### src/rtl/uart_tx_pkg.sv
// Shared constants for the UART transmit frame controller.
// UART_TX_2STOP_EN adds a second stop state (STOP2) to the encoding.
package uart_tx_pkg;

  localparam logic [2:0] IDLE   = 3'd0;
  localparam logic [2:0] START  = 3'd1;
  localparam logic [2:0] DATA   = 3'd2;
  localparam logic [2:0] PARITY = 3'd3;
  localparam logic [2:0] STOP   = 3'd4;
`ifdef UART_TX_2STOP_EN
  localparam logic [2:0] STOP2  = 3'd5;
`endif

  typedef enum logic [2:0] {
    ST_IDLE   = IDLE,
    ST_START  = START,
    ST_DATA   = DATA,
    ST_PARITY = PARITY,
`ifdef UART_TX_2STOP_EN
    ST_STOP   = STOP,
    ST_STOP2  = STOP2
`else
    ST_STOP   = STOP
`endif
  } state_e;

  localparam logic PAR_EVEN  = 1'b0;
  localparam logic PAR_ODD   = 1'b1;

  localparam logic LINE_IDLE = 1'b1;
  localparam logic START_BIT = 1'b0;

endpackage

### src/rtl/uart_tx_ctrl_if.sv
// Byte-side, serializer-side and line signals of the UART transmit controller.
// master = surrounding datapath, slave = the frame controller.
interface uart_tx_ctrl_if #(
  parameter int DATA_WIDTH = 8
);
  logic [DATA_WIDTH-1:0] P_DATA;
  logic                  DATA_VALID;
  logic                  PAR_EN;
  logic                  PAR_TYP;
  logic                  SER_DONE;
  logic                  SER_OUT;
  logic                  SER_EN;
  logic                  BUSY;
  logic                  TX_OUT;

  modport master (
    output P_DATA, DATA_VALID, PAR_EN, PAR_TYP, SER_DONE, SER_OUT,
    input  SER_EN, BUSY, TX_OUT
  );

  modport slave (
    input  P_DATA, DATA_VALID, PAR_EN, PAR_TYP, SER_DONE, SER_OUT,
    output SER_EN, BUSY, TX_OUT
  );
endinterface

### src/rtl/uart_parity_calc.sv
// Combinational parity of the parallel byte, even or odd per par_typ.
module uart_parity_calc
  import uart_tx_pkg::*;
#(
  parameter int DATA_WIDTH = 8
) (
  input  logic [DATA_WIDTH-1:0] data,
  input  logic                  par_typ,
  output logic                  par_bit
);

  assign par_bit = (par_typ == PAR_ODD) ? ~^data : ^data;

endmodule

### src/rtl/uart_tx_ctrl.sv
// UART transmit frame controller: sequences start/data/parity/stop around an
// external serializer and drives a registered TX line. Optional UART_TX_2STOP_EN.
module uart_tx_ctrl
  import uart_tx_pkg::*;
#(
  parameter int DATA_WIDTH = 8
) (
  input  logic           CLK,
  input  logic           RST,
  uart_tx_ctrl_if.slave  bus
);

  state_e state_q, state_d;
  logic   busy_q, busy_d;
  logic   tx_q, tx_d;
  logic   par_en_q, par_en_d;
  logic   par_bit_q, par_bit_d;
  logic   par_calc;

  uart_parity_calc #(.DATA_WIDTH(DATA_WIDTH)) u_parity (
    .data    (bus.P_DATA),
    .par_typ (bus.PAR_TYP),
    .par_bit (par_calc)
  );

  // NOTE: every always_comb output gets a default first, so no path leaves a
  // signal unassigned and no latch is inferred.
  always_comb begin
    state_d   = state_q;
    par_en_d  = par_en_q;
    par_bit_d = par_bit_q;

    case (state_q)
      ST_IDLE: begin
        if (bus.DATA_VALID) begin
          state_d   = ST_START;
          par_en_d  = bus.PAR_EN;
          // Parity type is folded into the captured parity bit here.
          par_bit_d = par_calc;
        end
      end
      ST_START:  state_d = ST_DATA;
      ST_DATA: begin
        if (bus.SER_DONE) state_d = par_en_q ? ST_PARITY : ST_STOP;
      end
      ST_PARITY: state_d = ST_STOP;
`ifdef UART_TX_2STOP_EN
      ST_STOP:   state_d = ST_STOP2;
      ST_STOP2:  state_d = ST_IDLE;
`else
      ST_STOP:   state_d = ST_IDLE;
`endif
      default:   state_d = ST_IDLE;
    endcase

    busy_d = (state_d != ST_IDLE);

    // Line mux of the current state; registering it makes TX lag state by one.
    tx_d = LINE_IDLE;
    case (state_q)
      ST_START:  tx_d = START_BIT;
      ST_DATA:   tx_d = bus.SER_OUT;
      ST_PARITY: tx_d = par_bit_q;
      default:   tx_d = LINE_IDLE;
    endcase
  end

  // NOTE: sequential state uses non-blocking assignments so every flop samples
  // pre-edge values regardless of process ordering.
  always_ff @(posedge CLK or negedge RST) begin
    if (!RST) begin
      state_q   <= ST_IDLE;
      busy_q    <= 1'b0;
      tx_q      <= LINE_IDLE;
      par_en_q  <= 1'b0;
      par_bit_q <= 1'b0;
    end else begin
      state_q   <= state_d;
      busy_q    <= busy_d;
      tx_q      <= tx_d;
      par_en_q  <= par_en_d;
      par_bit_q <= par_bit_d;
    end
  end

  assign bus.SER_EN = (state_q == ST_DATA);
  assign bus.BUSY   = busy_q;
  assign bus.TX_OUT = tx_q;

endmodule
### src/flat_wrapper.sv
// flat-port wrapper written by rule: the top's interface ports become plain ports
module uart_tx_ctrl_flat import uart_tx_pkg::*;
#(
  parameter int DATA_WIDTH = 8
)
  (CLK, RST, bus_P_DATA, bus_DATA_VALID, bus_PAR_EN, bus_PAR_TYP, bus_SER_DONE, bus_SER_OUT, bus_SER_EN, bus_BUSY, bus_TX_OUT);
  uart_tx_ctrl_if #(.DATA_WIDTH(DATA_WIDTH)) bus_i ();
  input  logic CLK;
  input  logic RST;
  input wire logic [$bits(bus_i.P_DATA)-1:0] bus_P_DATA;
  input wire logic [$bits(bus_i.DATA_VALID)-1:0] bus_DATA_VALID;
  input wire logic [$bits(bus_i.PAR_EN)-1:0] bus_PAR_EN;
  input wire logic [$bits(bus_i.PAR_TYP)-1:0] bus_PAR_TYP;
  input wire logic [$bits(bus_i.SER_DONE)-1:0] bus_SER_DONE;
  input wire logic [$bits(bus_i.SER_OUT)-1:0] bus_SER_OUT;
  output wire logic [$bits(bus_i.SER_EN)-1:0] bus_SER_EN;
  output wire logic [$bits(bus_i.BUSY)-1:0] bus_BUSY;
  output wire logic [$bits(bus_i.TX_OUT)-1:0] bus_TX_OUT;
  assign bus_i.P_DATA = bus_P_DATA;
  assign bus_i.DATA_VALID = bus_DATA_VALID;
  assign bus_i.PAR_EN = bus_PAR_EN;
  assign bus_i.PAR_TYP = bus_PAR_TYP;
  assign bus_i.SER_DONE = bus_SER_DONE;
  assign bus_i.SER_OUT = bus_SER_OUT;
  assign bus_SER_EN = bus_i.SER_EN;
  assign bus_BUSY = bus_i.BUSY;
  assign bus_TX_OUT = bus_i.TX_OUT;
  uart_tx_ctrl #(.DATA_WIDTH(DATA_WIDTH)) u_core (.CLK(CLK), .RST(RST), .bus(bus_i));
endmodule
### config.mk
export PLATFORM = sky130hd
export DESIGN_NAME = uart_tx_ctrl_flat
export DESIGN_NICKNAME = d
export VERILOG_FILES = /design/src/rtl/uart_tx_pkg.sv /design/src/rtl/uart_tx_ctrl_if.sv /design/src/rtl/uart_parity_calc.sv /design/src/rtl/uart_tx_ctrl.sv /design/src/flat_wrapper.sv
export SDC_FILE = /design/constraint.sdc
export NUM_CORES = 1
export LEC_CHECK = 0
export BUFFER_PORTS_ARGS = -buffer_cell sky130_fd_sc_hd__buf_2
export CAP_MARGIN = 0
export CORE_AREA = 2 2 39 41
export CTS_CLUSTER_DIAMETER = 40
export DETAILED_ROUTE_END_ITERATION = 6
export DIE_AREA = 0 0 41 43
export PLACE_DENSITY_LB_ADDON = 0.2
export SLEW_MARGIN = 20
export SYNTH_ARGS = -nofsm -noshare
export SYNTH_HDL_FRONTEND = slang
export SYNTH_SLANG_ARGS = --single-unit
### constraint.sdc
create_clock -name CLK -period 1.73 [get_ports CLK]
set_input_delay 0.2595 -clock CLK [delete_from_list [all_inputs] [get_ports CLK]]
set_output_delay 0.2595 -clock CLK [all_outputs]
set_load 0.005 [all_outputs]
==> results of run 1 <==
==> critical path: stages (launching register included) <==
cell      delay [ns]
dfrtp_1         0.43
nand2b_1        0.21
nor2_1          0.13
buf_2           0.13
==> kinds of logic (layout without fill, tap and decap cells) <==
logic type	Yosys count	count (layout)	synth area share, %
AO/OA/AOI/OAI	7	7	11.3
buffers and inverters	3	25	2.98
XOR/XNOR	7	7	22.2
flip-flops	7	7	46.7
AND/OR/NAND/NOR	9	9	12.9
multiplexers	1	1	3.97
==> sequential cells by signal, indices dropped and copies added (netlist names) <==
signal and flops:
u_core.bus.BUSY 1, u_core.par_bit_q 1, u_core.bus.TX_OUT 1, u_core.par_en_q 1, u_core.state_q 3
==> metrics by stage <==
step | util [%] | setup WS (ns) | area (µm²) | cells | hold WS (ns)
2_1_floorplan | - | 0.423 | 378 | 34 | -0.0361
3_3_place_gp | 34.9 | 0.294 | 483 | 67 | 0.105
3_5_place_dp | 34.9 | 0.284 | 483 | 67 | 0.103
4_1_cts | 37.5 | 0.314 | 519 | 72 | 0.217
5_1_grt | 37.5 | 0.216 | 519 | 72 | 0.229
6_report | 37.5 | 0.334 | 519 | 72 | 0.227
==> per-layer routing <==
layer	global-route usage [%]	part of all wire [%]	wire length, µm	vias up
met2	13.8	48	330	9
met1	11.9	43	297	146
met4	6.00	0	0	0
met5	0	0	0	-
met3	7.85	8.3	57	0
li1	-	-	-	158
==> power groups by stage <==
stage               Combinational [µW]  Sequential, µW  Clock (µW)
floorplan                          190             299           0
global placement                   266             309           0
detailed placement                 267             309           0
CTS                                271             306         159
global route                       307             321         169
finish                             266             306         147
==> layout by cell type (no fill, tap or decap) <==
cell type	Yosys	layout
clkbuf_1	0	1
nand2b_1	1	1
o21ai_0	2	2
a21oi_1	3	3
nor3_1	1	1
xor2_1	1	1
inv_1	3	3
xnor3_2	1	1
xnor2_1	4	4
mux2_4	1	1
nor2_1	2	2
clkbuf_4	0	3
dfstp_2	1	1
o31a_1	1	1
dfrtp_1	6	6
dlygate4sd3_1	0	1
buf_2	0	17
nand2_1	4	4
xnor2_2	1	1
a31o_2	1	1
nor4b_2	1	1
==> worst paths after layout <==
check,from,to,cells after the start
max,u_core.state_q[0],bus_SER_EN,3
min,bus_PAR_EN,u_core.par_en_q,3
max reg2reg,u_core.state_q[2],u_core.par_bit_q,2
min reg2reg,u_core.par_en_q,u_core.state_q[0],1
max in group asynchronous,RST,u_core.bus.TX_OUT,2
min in group asynchronous,RST,u_core.par_bit_q,2
==> timing repair <==
action,4_1_cts,5_1_grt
hold buffers,1,0
resized for setup,0,0
hold endpoints to repair,6,0
==> cell type report <==
type / instances / area share [%]
flip-flops and latches: 7 / 34.0
well taps: 16 / 3.86
inverters: 3 / 2.17
multi-input cells: 24 / 36.6
repair buffers: 18 / 18.3
clock buffers: 4 / 5.06
==> run_results.csv, run 1 <==
group,metric,value,unit
sta,fin_tns_setup,0,ns
floorplanning,ios,18,
routing,num_vias,313,
placed_design,gp_congestion,0.726,
clock_network,clkLatencyLatePin,0.25,ns
run_status,status,"completed",
synth,synthFlopType,"dfrtp_1",
sta,rsz0062_at_grt,"no",
finish,num_antenna_cells,0,
floorplanning,die_y,43,µm
power,ir_drop,0.513,mV
sta,setup_viol,0,
routing,viasPerCell,4.35,
worst_setup_path,crit_fanout,6,
worst_hold_path,min_path_type,"in -> reg",
routing,wl_per_cell,9.53,µm
finish,fillers,151,
synth,syn_area,378,µm²
floorplanning,start_util,27.3,%
finish,nets,72,
power,internal-power,484,µW
sta,worst_pin_slew,0.474,ns
power,pwr-share-clk,20.5,%
sta,clock_skew,0.00462,ns
grt,grtUsageTotal,10.5,%
power,finalPower,720,µW
sta,max_freq,716,MHz
grt,grt_pass1_wl,1.17,mm
sta,finalCritPeriodShare,80.7,%
grt,grt_max_degree,8,
synth,synth_top_area_share,39.7,%
floorplanning,rows,14,
floorplanning,die_x,41,µm
clock_network,post-cts-setup-buffers,0,
placed_design,hpwl,545,µm
placed_design,io_buffers,17,
power,p_leak,0.000254,µW
worst_setup_path,critPathRequiredTime,1.47,ns
worst_setup_path,r2r_slack,0.34,ns
clock_network,root_buffer,"clkbuf_4",
synth,synth_top_area_cell,"dfrtp_1",
power,p_sw,236,µW
worst_setup_path,critPathCaptureType,"output pin",
routing,drt_iter0_drc,1,
finish,drive_gt1_share,46.4,%
synth,synthCells,34,
clock_network,h-tree-depth,1,
synth,synth_area_per_cell,11.1,µm²
clock_network,ctsLongestPathBuffers,2,
power,cellPowerDensity,1390,nW/µm²
clock_network,cts_tree,"done",
synth,async_flop_share,100,%
sta,maxSlewHeadroom,68.3,%
finish,multi_input_comb_area,190,µm²
clock_network,cts_sinks,7,
routing,antenna_left,0,
synth,ys_seq_area_share,46.7,%
worst_setup_path,critPathKind,"reg -> out",
power,p_sw_share,32.7,%
floorplanning,die_area,1760,µm²
sta,finalHoldViolations,0,
clock_network,numCtsBuffers,3,
job,max_cap_viol_count,0,
synth,ys.warnings.count,0,
grt,antenna_found_initial,0,
routing,drc,0,
synth,synth_edf_count,0,
worst_setup_path,cp.arrival,1.14,ns
synth,yosysMostFrequentCell,"dfrtp_1",
synth,synth_cell_type_count,17,
power,comb_power_share,37.0,%
worst_setup_path,start_kind,"register",
routing,routed_wl,686,µm
synth,ys_top_cells_by_count,"6 x dfrtp_1, 4 x nand2_1, 4 x xnor2_1",
clock_network,clk_pin_slew,0.05,ns
synth,syn_nets,49,
finish,regArea,176,µm²
routing,first_pass_iters,2,
sta,finalCriticalPeriod,1.40,ns
grt,gr-total-overflow,0,
sta,drv_slew,0,
synth,synth.area.top_cells,"dfrtp_1 40%, xnor2_1 9.3%, dfstp_2 7.0%",
floorplanning,core,1380,µm²
grt,grt_pass1_vias,294,
finish,synthToLayoutAreaGrowth,37.4,%
synth,ys_seq_elements,7,
power,pwr-share-seq,42.5,%
Power figures use the tool's default switching activity.
==> inputs of run 2 (changes only) <==
Clock period 1.73 ns to 1.45 ns, I/O delays scaled along.
==> run_results.csv, run 2 (synthesized netlist as in run 1, its figures left out) <==
group,metric,value,unit
placed_design,pre_cts_ws,0.0157,ns
run_status,status,"completed",
power,cellPowerDensity,1670,nW/µm²
clock_network,clkLatencyLatePin,0.25,ns
finish,layout_commonest_cell,"buf_2",
clock_network,numCtsBuffers,3,
clock_network,root_buffer,"clkbuf_4",
grt,grtUsageTotal,11.0,%
worst_setup_path,cp.arrival,1.13,ns
worst_setup_path,critPathCaptureType,"output pin",
sta,fin_tns_setup,0,ns
grt,antenna_found_initial,0,
sta,finalHoldViolations,0,
finish,nets,74,
sta,setup_viol,0,
sta,whs,0.172,ns
power,finalPower,892,µW
sta,finalCritPeriodShare,93.2,%
power,p_leak,0.000263,µW
routing,antenna_left,0,
grt,grt_pass1_wl,1.19,mm
worst_setup_path,critPathRequiredTime,1.23,ns
worst_setup_path,start_kind,"register",
floorplanning,start_util,27.3,%
worst_hold_path,min_path_type,"in -> reg",
routing,first_pass_iters,4,
floorplanning,rows,14,
finish,regMostFlops,"u_core.state_q",
finish,largest_register_ffs,3,
power,ir_drop,0.605,mV
finish,final_cell_mix,"17 x buf_2, 5 x dfrtp_1, 4 x nand2_1, 4 x xnor2_1",
floorplanning,die_x,41,µm
routing,num_vias,322,
routing,wl_per_cell,9.77,µm
placed_design,gp_congestion,0.716,
sta,rsz0062_at_grt,"no",
clock_network,post-cts-setup-buffers,0,
sta,clock_skew,0.000252,ns
finish,synthToLayoutAreaGrowth,41.7,%
grt,gr-total-overflow,0,
sta,worst_pin_slew,0.385,ns
placed_design,hpwl,598,µm
clock_network,ctsLongestPathBuffers,2,
floorplanning,core,1380,µm²
finish,stdcell_count,74,
routing,drt_iter0_drc,2,
sta,fin_ws,0.0993,ns
routing,drc,0,
floorplanning,ios,18,
grt,grt_max_degree,8,
clock_network,cts_tree,"done",
finish,drive_gt1_share,50.0,%
placed_design,io_buffers,17,
routing,routed_wl,723,µm
clock_network,h-tree-depth,1,
worst_setup_path,crit_fanout,6,
finish,num_antenna_cells,0,
sta,maxSlewHeadroom,74.3,%
sta,finalCriticalPeriod,1.35,ns
worst_setup_path,critPathKind,"reg -> out",
floorplanning,die_area,1760,µm²
worst_setup_path,r2r_slack,0.17,ns
clock_network,cts_sinks,7,
grt,grt_pass1_vias,305,
sta,max_freq,740,MHz
clock_network,clk_pin_slew,0.05,ns
sta,drv_slew,0,
floorplanning,die_y,43,µm
job,max_cap_viol_count,0,
routing,viasPerCell,4.35,
placed_design,dpl.cell_count,69,
finish,fillers,147,
-- run 2: changes by cell type in the layout (fill, tap and decap cells not counted), sizes merged --
cell  delta
buf      +2
-- run 2: worst paths after layout --
| kind | endpoint | startpoint | cells past startpoint |
|---|---|---|---|
| min reg2reg | u_core.state_q[0] | u_core.par_en_q | 1 |
| max in group asynchronous | u_core.bus.TX_OUT | RST | 2 |
| min | u_core.par_en_q | bus_PAR_EN | 3 |
| min in group asynchronous | u_core.bus.BUSY | RST | 2 |
| max | bus_SER_EN | u_core.state_q[0] | 3 |
| max reg2reg | u_core.par_bit_q | u_core.state_q[1] | 2 |
-- run 2: critical path, cell delays in order (launching register included) --
cell and delay, ns:
dfrtp_2 0.43, nand2b_1 0.19, nor2_1 0.13, buf_2 0.13
-- run 2: final cells by class --
cell class,count,area (µm²),share of cell area [%]
multi-input cells,24,190,35.5
repair buffers,20,110,20.6
clock buffers,4,26.3,4.91
inverters,3,11.3,2.10
well taps,16,20.0,3.74
flip-flops and latches,7,178,33.2
-- run 2: routing by layer --
layer,vias to the layer above,global-route usage [%],wire (µm)
met5,-,0,0
met4,0,8.00,0
met2,11,14.1,363
met1,147,13.0,306
met3,0,6.28,52
li1,164,-,-
-- run 2: what timing repair did --
item                                    4_1_cts  5_1_grt
hold buffers                                  1        0
resized for setup                             0        1
hold endpoints to repair                      7        0
endpoints found under the setup margin        0        1
-- run 2: per-stage QoR --
step                      area, µm²  util, %
after floorplan                 378        -
after global placement          498     36.0
after detailed placement        498     36.0
after CTS                       534     38.6
after global routing            536     38.7
final                           536     38.7
-- run 2: report_power, final --
group	switching, µW	total, µW	internal (µW)
clock network	68.0	173	105
registers	63.0	358	295
logic	155	361	206
total	286	892	606
